--- config.mk ---
export PLATFORM = sky130hd
export DESIGN_NAME = user_clk_switch_ctrl
export DESIGN_NICKNAME = d
export VERILOG_FILES = /design/src/rtl/user_clk_switch_ctrl.sv
export SDC_FILE = /design/constraint.sdc
export NUM_CORES = 1
export LEC_CHECK = 0
export ABC_CLOCK_PERIOD_IN_PS = 2000
export CELL_PAD_IN_SITES_DETAIL_PLACEMENT = 0
export CELL_PAD_IN_SITES_GLOBAL_PLACEMENT = 1
export CORE_MARGIN = 2
export CORE_UTILIZATION = 38
export CTS_BUF_LIST = sky130_fd_sc_hd__clkbuf_8
export DETAILED_ROUTE_END_ITERATION = 12
export PLACE_DENSITY_LB_ADDON = 0.1
export RECOVER_POWER = 25
export SYNTH_ARGS = -nofsm -noshare
export SYNTH_HDL_FRONTEND = slang
export SYNTH_SLANG_ARGS = --single-unit
--- constraint.sdc ---
create_clock -name aclk -period 2 [get_ports aclk]
set_input_delay 0.2 -clock aclk [delete_from_list [all_inputs] [get_ports aclk]]
set_output_delay 0.2 -clock aclk [all_outputs]
set_load 0.03 [all_outputs]
--- src/rtl/user_clk_switch_ctrl.sv ---
// user_clk_switch_ctrl
// Control FSM for a glitch-free two-source clock mux. Each source proves it
// is alive by toggling a heartbeat line. A watchdog per source turns that
// heartbeat into a health flag. A small FSM drives the mux select line and
// holds it steady for a settle window after every change.
// Optional feature macro: USER_CLKSW_AUTO_FAILOVER_EN. When it is defined,
// the controller moves off a dead active clock onto a healthy spare clock
// without being asked.
module user_clk_switch_ctrl #(
   parameter int WDOG_CYCLES   = 64,
   parameter int SETTLE_CYCLES = 16
) (
   input  logic aclk,
   input  logic areset,
   input  logic clk1_alive_tgl,
   input  logic clk2_alive_tgl,
   input  logic req_valid,
   input  logic req_sel,
   output logic req_ready,
   output logic req_ack,
   output logic req_err,
   output logic selection,
   output logic busy,
   output logic clk1_ok,
   output logic clk2_ok,
   output logic failover
);

   localparam int              WD_W        = $clog2(WDOG_CYCLES + 1);
   localparam logic [WD_W-1:0] WD_MAX      = WD_W'(WDOG_CYCLES);
   localparam logic [WD_W-1:0] WD_ONE      = WD_W'(1);
   localparam logic [7:0]      SETTLE_LAST = 8'(SETTLE_CYCLES - 1);

   localparam logic [1:0] ST_ON1    = 2'd0;
   localparam logic [1:0] ST_SW_TO2 = 2'd1;
   localparam logic [1:0] ST_ON2    = 2'd2;
   localparam logic [1:0] ST_SW_TO1 = 2'd3;

   logic [1:0]      w_tgl;
   logic [2:0]      r_sync   [2];
   logic [1:0]      w_hb;
   logic [WD_W-1:0] r_wd     [2];
   logic [WD_W-1:0] w_wd_nxt [2];
   logic [1:0]      r_ok;

   logic [1:0] r_state;
   logic [7:0] r_settle;
   logic       r_sel;
   logic       r_busy;
   logic       r_ack;
   logic       r_err;
   logic       r_from_req;
   logic       w_on;
   logic       w_oth_ok;
   logic       w_fo_fire;
   logic       w_accept;

   assign w_tgl = {clk2_alive_tgl, clk1_alive_tgl};

   // Bring the toggle inputs into aclk through three flops.
   // A change between stages two and three gives one heartbeat pulse.
   always_ff @(posedge aclk) begin
      for (int i = 0; i < 2; i++) begin
         if (areset) begin
            r_sync[i] <= 3'b000;
         end else begin
            r_sync[i] <= {r_sync[i][1:0], w_tgl[i]};
         end
      end
   end

   // Next watchdog value. A heartbeat clears the count. Otherwise the count
   // climbs and then sticks at the timeout value.
   always_comb begin
      for (int i = 0; i < 2; i++) begin
         w_hb[i]     = r_sync[i][1] ^ r_sync[i][2];
         w_wd_nxt[i] = r_wd[i];
         if (w_hb[i]) begin
            w_wd_nxt[i] = '0;
         end else if (r_wd[i] < WD_MAX) begin
            w_wd_nxt[i] = r_wd[i] + WD_ONE;
         end
      end
   end

   // Watchdog counters and health flags. Reset loads the timeout value, so a
   // clock counts as dead until its first heartbeat. Each flag is computed
   // from the same next count, so it always matches the stored counter.
   always_ff @(posedge aclk) begin
      for (int i = 0; i < 2; i++) begin
         if (areset) begin
            r_wd[i] <= WD_MAX;
            r_ok[i] <= 1'b0;
         end else begin
            r_wd[i] <= w_wd_nxt[i];
            r_ok[i] <= (w_wd_nxt[i] < WD_MAX);
         end
      end
   end

   assign w_on     = (r_state == ST_ON1) || (r_state == ST_ON2);
   assign w_oth_ok = r_sel ? r_ok[0] : r_ok[1];

`ifdef USER_CLKSW_AUTO_FAILOVER_EN
   logic w_cur_ok;
   logic r_fo;

   assign w_cur_ok  = r_sel ? r_ok[1] : r_ok[0];
   assign w_fo_fire = w_on & ~w_cur_ok & w_oth_ok;

   // One-cycle failover pulse. It lines up with the cycle where the FSM
   // enters the switching state.
   always_ff @(posedge aclk) begin
      if (areset) begin
         r_fo <= 1'b0;
      end else begin
         r_fo <= w_fo_fire;
      end
   end

   assign failover = r_fo;
`else
   assign w_fo_fire = 1'b0;
   assign failover  = 1'b0;
`endif

   assign req_ready = w_on & ~w_fo_fire;
   assign w_accept  = req_valid & req_ready;

   // Switch FSM. In a steady state, an automatic failover beats a request
   // that arrives in the same cycle. Every switch flips the select line at
   // once and then waits out the settle window before it reports done.
   // A clock that dies during the window does not abort the switch.
   always_ff @(posedge aclk) begin
      if (areset) begin
         r_state    <= ST_ON1;
         r_sel      <= 1'b0;
         r_busy     <= 1'b0;
         r_ack      <= 1'b0;
         r_err      <= 1'b0;
         r_settle   <= 8'd0;
         r_from_req <= 1'b0;
      end else begin
         r_ack <= 1'b0;
         r_err <= 1'b0;
         case (r_state)
            ST_ON1, ST_ON2: begin
               if (w_fo_fire) begin
                  r_state    <= r_sel ? ST_SW_TO1 : ST_SW_TO2;
                  r_sel      <= ~r_sel;
                  r_busy     <= 1'b1;
                  r_settle   <= 8'd0;
                  r_from_req <= 1'b0;
               end else if (w_accept) begin
                  if (req_sel == r_sel) begin
                     r_ack <= 1'b1;
                  end else if (!w_oth_ok) begin
                     r_err <= 1'b1;
                  end else begin
                     r_state    <= r_sel ? ST_SW_TO1 : ST_SW_TO2;
                     r_sel      <= ~r_sel;
                     r_busy     <= 1'b1;
                     r_settle   <= 8'd0;
                     r_from_req <= 1'b1;
                  end
               end
            end
            default: begin
               if (r_settle == SETTLE_LAST) begin
                  r_state  <= r_sel ? ST_ON2 : ST_ON1;
                  r_busy   <= 1'b0;
                  r_ack    <= r_from_req;
                  r_settle <= 8'd0;
               end else begin
                  r_settle <= r_settle + 8'd1;
               end
            end
         endcase
      end
   end

   assign req_ack   = r_ack;
   assign req_err   = r_err;
   assign selection = r_sel;
   assign busy      = r_busy;
   assign clk1_ok   = r_ok[0];
   assign clk2_ok   = r_ok[1];

endmodule

[After elaboration in Yosys (flattened, before gate mapping)]
Memories as Yosys holds them, arrays and structs flattened.
Cells that the tools add are included.
Operators by class
  multipliers: 0
  bitwise operators: 11
  $add $sub $neg: 3
  divide/modulo/power cells: 0
  reduce and logical (&&, ||, !) cells: 8
  shifts and indexed selects: 0
  multiplexer cells: 34
  magnitude comparators: 4
  equality and inequality tests: 6
Operator list (number)
  7-bit two-way mux: 6
  8-bit two-way mux: 5
  7-bit < comparator, second input constant: 4
  7-bit by 1-bit adder with 7-bit output, second input constant: 2
  1-bit two-way mux: 14
  2-bit two-way mux: 7
  8-bit by 1-bit adder with 8-bit output, second input constant: 1
  8-bit by 4-bit equality test with 1-bit output, second input constant: 1
  4-bit AND reduction: 2
  3-bit two-way mux: 2
  2-bit != test, second input constant: 3
  1-bit inverter: 4
  1-bit bitwise OR: 4
  4-bit OR reduction: 1
  3-bit AND reduction: 1
  2-bit equality test, second input constant: 1
  2-bit logical NOT: 1
  2-bit nonzero test: 1
  2-bit OR reduction: 1
  1-bit XOR: 2
  1-bit AND: 1
  1-bit equality test: 1
  1-bit logical OR: 1
Word-level totals
  ROM bits: 0
  bits in registers: 17
  bits of input ports: 6
  word-level logic and storage cells: 76
  latch bits: 0
  memories: 2
  RAM bits: 20
Memories
  r_wd: words 2, width 7, rd ports 2, clocked after memory_dff 0, write ports 2, RTL line 42  | logic [WD_W-1:0] r_wd [2];
  r_sync: words 2, width 3, rd ports 2, clocked after memory_dff 0, write ports 2, RTL line 40  | logic [2:0] r_sync [2];

[Depth between registers and ports, before layout]
  word-level depth: 5
  mapped depth: 5
  mapped depth without buffers: 5

[Worst setup path after synthesis]
No wires, ideal clock.
  kind: reg-to-reg
  from: reg r_state[0]
  to: reg r_settle[7]
  arrival time: 1519 ps
  path buffers: 1
  setup time: 74 ps
  slack: 407 ps
  data required time: 1926 ps
  cell stages (with the launch flop): 5
  cell sequence: dfxtp_1 buf_6 inv_1 or4_1 a31oi_1
On the way
  word-level cells in the longest chain between the ends: 5
  elaborated cells on any way between the ends: 10
RTL lines
  from (decl): RTL line 46  | logic [1:0] r_state;
  from (signal assigned): RTL line 149  | r_state <= r_sel ? ST_SW_TO1 : ST_SW_TO2;
  from (signal assigned): RTL line 160  | r_state <= r_sel ? ST_SW_TO1 : ST_SW_TO2;
  from (signal assigned): RTL line 170  | r_state <= r_sel ? ST_ON2 : ST_ON1;
  2-bit equality test or 2-bit logical NOT (tied branches): RTL line 101  | assign w_on = (r_state == ST_ON1) || (r_state == ST_ON2);
  1-bit logical OR (*): RTL line 101
  via req_ready: RTL line 19  | output logic req_ready,
  1-bit AND (*): RTL line 128  | assign w_accept = req_valid & req_ready;
  2-bit != test (no line) (*)
  3-bit AND reduction (no line) (*)
  to (signal assigned): RTL line 175  | r_settle <= r_settle + 8'd1;
  to (decl): RTL line 47  | logic [7:0] r_settle;
Mark *: on every way through the listed nets, which the timed path passes. The rest lies on a longest branch.
A chain may end at the register's enable or synchronous reset.

[Worst setup path in the final report]
  from: reg r_sel, in the netlist selection
  to: out selection
RTL lines
  from (decl): RTL line 48  | logic r_sel;
  from (signal assigned): RTL line 150  | r_sel <= ~r_sel;
  from (signal assigned): RTL line 161  | r_sel <= ~r_sel;
  to (decl): RTL line 22  | output logic selection,
No word-level cell between the ends.

==> results by stage <==
STA:
- The count of pins over their slew limit came to 0.
- For the final database, setup skew stands at between 0.005 and 0.006 ns.
- The maximum operating frequency is 610 MHz.
- The post-layout minimum cycle time is 1.64 ns.
- The worst hold slack across all endpoints is 0.438 ns.
- In this run the tightest slew margin relative to its limit is 66.2%.
- The period utilization is between 80% and 90%.
- Setup total negative slack on the finished layout was measured at 0 ns.
- The count of final hold-check violations is 0.
- The transition at the pin with the smallest max-transition slack is 0.507 ns.
- Setup repair after global routing left no endpoint under its margin.
- The number of failing setup endpoints in the final timing report is 0.

Logic synthesis:
- The cell type with the largest total area after synthesis is sky130_fd_sc_hd__dfxtp_1.
- The synthesized design contains 35 register bits.
- The synthesized netlist devotes a little over a quarter of its cell area to simple gates.
- The number of cells produced by synthesis is 159.
- The register area share after synthesis is 47.0%.
- After Yosys synthesis, XOR and XNOR cells account for 7.63% of the synthesized area.
- The number of enable-type register cells in the synthesized netlist is 0.
- The number of warnings issued by yosys is 0.
- The synthesized netlist contains 36 unique library cells.
- The leading register cell type out of synthesis is sky130_fd_sc_hd__dfxtp_1.
- Summing the areas of all fa, ha and maj instances in the mapped netlist gives 2.52% of the synthesized area.
- Synthesis produced a netlist with a net count of 168.
- Summing the areas of all compound-gate instances in the mapped netlist gives 10.8% of the synthesized area.
- The share of synthesized registers carrying an async set or reset is 0%.
- Summing every instance area after synthesis gives 1490 um2.
- Counting instances in the post-synthesis netlist gives the leading cell types as sky130_fd_sc_hd__dfxtp_1, sky130_fd_sc_hd__nor2_1, sky130_fd_sc_hd__xor2_1, sky130_fd_sc_hd__nor2b_1, sky130_fd_sc_hd__nand2_1.
- The largest family of logic cells by synthesized area is simple AND/OR/NAND/NOR gates.
- Ranked by total cell area, the synthesized netlist is headed by sky130_fd_sc_hd__dfxtp_1, sky130_fd_sc_hd__nor2_1, sky130_fd_sc_hd__xor2_1, sky130_fd_sc_hd__nor2b_1, sky130_fd_sc_hd__ha_1.
- Among all cell types in the netlist, the one instantiated most often is sky130_fd_sc_hd__dfxtp_1.
- After synthesis, the largest area contributor takes up 47.0% of total cell area.
- The proportion of synthesized area in mux cells is approximately 2.0%.
- Averaged over all synthesized cells, the footprint is 9.38 um2.

Worst setup path:
- The worst setup path is of the reg -> out kind.
- The critical register-to-register path startpoint is r_settle[2].
- Along the worst path, the maximum fanout reaches 7.
- The number of buffers and inverters on the critical path is 1.
- The required time at the worst-slack endpoint is 1.80 ns.
- The slowest cell on the critical path is sky130_fd_sc_hd__clkdlybuf4s50_1.
- For the worst setup path, the data arrival time is 1.44 ns.
- The worst reg-to-reg setup slack is 0.41 ns.
- The cell family contributing the most delay on the critical path is buffers and inverters.
- The critical path capture point type is an output pin.
- The worst register-to-register path has a depth of 4.
- The kind of start point of the critical path is a flop.
- Traced cell by cell, the critical path runs through clkdlybuf4s50_1.
- The end of the worst register-to-register path is r_settle[7].
- In this design, the stage delay of the slowest critical-path cell is 0.71 ns.

Die:
- The core outline area is 3720 um2.
- The starting utilization of the core area is between 40% and 50%.
- The die height is 66.7 um.
- The die width is 66.7 um.
- The die covers ~4400 um2.
- The boundary pin count is 14.
- The number of rows in the core area is 22.

Run:
- The max-cap check violation count is 0.

GRT:
- The remaining global-route overflow is 0.
- The number of global-route vias before repair was 1055.
- Global routing consumed, over all layers together, 14.7% of the routing resources.
- The wire length of the first global-routing pass is 4840 um.
- The pin count of the biggest net entering global routing is 13.
- The initial antenna violation count is 0.

Clocking:
- The count of hold buffers inserted by post-cts repair is 0.
- Clock-pin slew was measured on the worst setup and hold paths at roughly 0.070 ns.
- In this run the clock root is driven by a sky130_fd_sc_hd__clkbuf_8.
- The number of buffers inserted during clock tree synthesis is 5.
- The number of post-CTS setup repair buffers is 0.
- In this run, post-CTS repair resized a total of 0 instances.
- The TritonCTS sink count is 35.
- In this run the number of H-tree levels came out at 2.
- The later pin in the worst-skew pair is clocked with a latency of 0.28 ns.
- The clock passes through at most 2 buffers.
- The clock tree from TritonCTS is done.

Cells and area:
- In the final design database the tool counted 184 nets.
- Fill cells in the final layout number between 300 and 400.
- The final cell count without fillers is 224.
- Of the cells placed in the final design, the portion with a size suffix greater than 1 is 10.2%.
- The growth of design area from synthesis to finish is 18.5%.
- The diode insertion count for antenna repair is 0.

Power and ir drop:
- Total power for the finished layout comes to 1.49 mW.
- In this run the power density over the cells is 845 nW/um2.
- Summed over all cells, the static leakage comes to 0.676 nW.
- IR analysis of the VDD net gives a maximum drop of 0.445 mV.

Detailed routing:
- The post-detailed-route count of antenna-violating nets is 0.
- The final routed wire length divided by cell count is 11.8 um.
- The post-route DRC violation count is 0.
- The number of DRC markers in iteration 0 is 49.
- The wire length after detailed routing is 2650 um.
- The detailed-routing iteration count for the pre-antenna-repair pass is 4.
- The total vias in the final route is 1092.
- Dividing the detail-routed via count by the number of cells gives 4.88.

Min path:
- Counting instances, the worst hold path has a depth of 1.
- The worst-case hold path end point is r_sync[1][1].
- The path class of the tightest hold or removal check is reg -> reg.
- The startpoint of the worst hold path is r_sync[1][0].

Placement:
- The congestion estimate from routability-driven global placement came to 0.768.
- The cell count after placement is 216.
- After legalization and detailed placement, the total HPWL measured 1960 um.
- The total of buffers placed on input and output ports is 12.

Outcome:
- The flow ran to the end, and the final reports show no timing, DRC or antenna violations.
## report_power, final
| part | switching, mW | leakage, nW | internal (mW) | total, mW |
|---|---|---|---|---|
| Combinational | 0.0597 | 0.330 | 0.0503 | 0.110 |
| Sequential | 0.0179 | 0.284 | 0.717 | 0.735 |
| Clock | 0.246 | 0.0612 | 0.403 | 0.649 |
| Total | 0.324 | 0.676 | 1.17 | 1.49 |
## worst max-delay path by stage
stage	startpoint	endpoint	slack, ns	cells past startpoint
3_5_place_dp	req_sel	r_settle[6]	0.1	5
2_1_floorplan	r_state[0]	r_settle[7]	0.41	4
4_1_cts	selection	selection	0.34	1
6_report	selection	selection	0.36	1
3_3_place_gp	req_sel	r_settle[5]	0.19	5
5_1_grt	selection	selection	0.28	1
## sequential cells by signal, summed over array words and instances, names as in the netlist
name	cells
req_err	1
selection	1
r_ok	2
r_state	1
req_ack	1
r_wd	14
r_sync	6
r_settle	8
r_from_req	1
## per-layer routing
| metal | GRT usage (%) | wire length [um] | vias to the layer above |
|---|---|---|---|
| li1 | - | - | 568 |
| met1 | 18.0 | 1270 | 509 |
| met2 | 22.9 | 1280 | 12 |
| met3 | 5.07 | 80 | 3 |
| met4 | 6.89 | 28 | 0 |
| met5 | 0 | 0 | - |
## placed cells by master, fill, tap and decap left out, types with 3 or more instances in the layout
cell type / n
sky130_fd_sc_hd__a21oi_1: 4
sky130_fd_sc_hd__a22oi_1: 3
sky130_fd_sc_hd__a31oi_1: 4
sky130_fd_sc_hd__clkbuf_8: 6
sky130_fd_sc_hd__clkdlybuf4s50_1: 11
sky130_fd_sc_hd__dfxtp_1: 35
sky130_fd_sc_hd__ha_1: 3
sky130_fd_sc_hd__inv_1: 5
sky130_fd_sc_hd__mux2i_1: 3
sky130_fd_sc_hd__nand2_1: 7
sky130_fd_sc_hd__nand3_1: 5
sky130_fd_sc_hd__nor2_1: 24
sky130_fd_sc_hd__nor2b_1: 9
sky130_fd_sc_hd__nor3_1: 5
sky130_fd_sc_hd__o21ai_0: 5
sky130_fd_sc_hd__or2_2: 4
sky130_fd_sc_hd__xnor2_1: 3
sky130_fd_sc_hd__xor2_1: 10
## metrics by stage
stage | setup WS (ns) | util (%) | cell area [um2]
floorplan | 0.407 | - | 1490
global placement | 0.188 | 44.6 | 1660
detailed placement | 0.0954 | 44.6 | 1660
CTS | 0.339 | 47.7 | 1770
global route | 0.275 | 47.5 | 1770
finish | 0.362 | 47.5 | 1770
## cell type report
| class | count | area [um2] | area share [%] |
|---|---|---|---|
| inverters | 5 | 18.8 | 1.06 |
| repair buffers | 15 | 135 | 7.65 |
| clock buffers | 6 | 82.6 | 4.67 |
| well taps | 48 | 60.1 | 3.40 |
| clock inverters | 2 | 35.0 | 1.98 |
| flip-flops and latches | 35 | 701 | 39.7 |
| multi-input cells | 113 | 734 | 41.6 |
## cell families (layout without fill, tap and decap cells)
family                   Yosys count  count (layout)
AND/OR/NAND/NOR                   72              72
AO/OA/AOI/OAI                     21              21
adder cells (fa/ha/maj)            3               3
buffers and inverters             11              28
other                              1               1
XOR/XNOR                          13              13
flip-flops                        35              35
multiplexers                       3               3
Power figures use the tool's default switching activity.
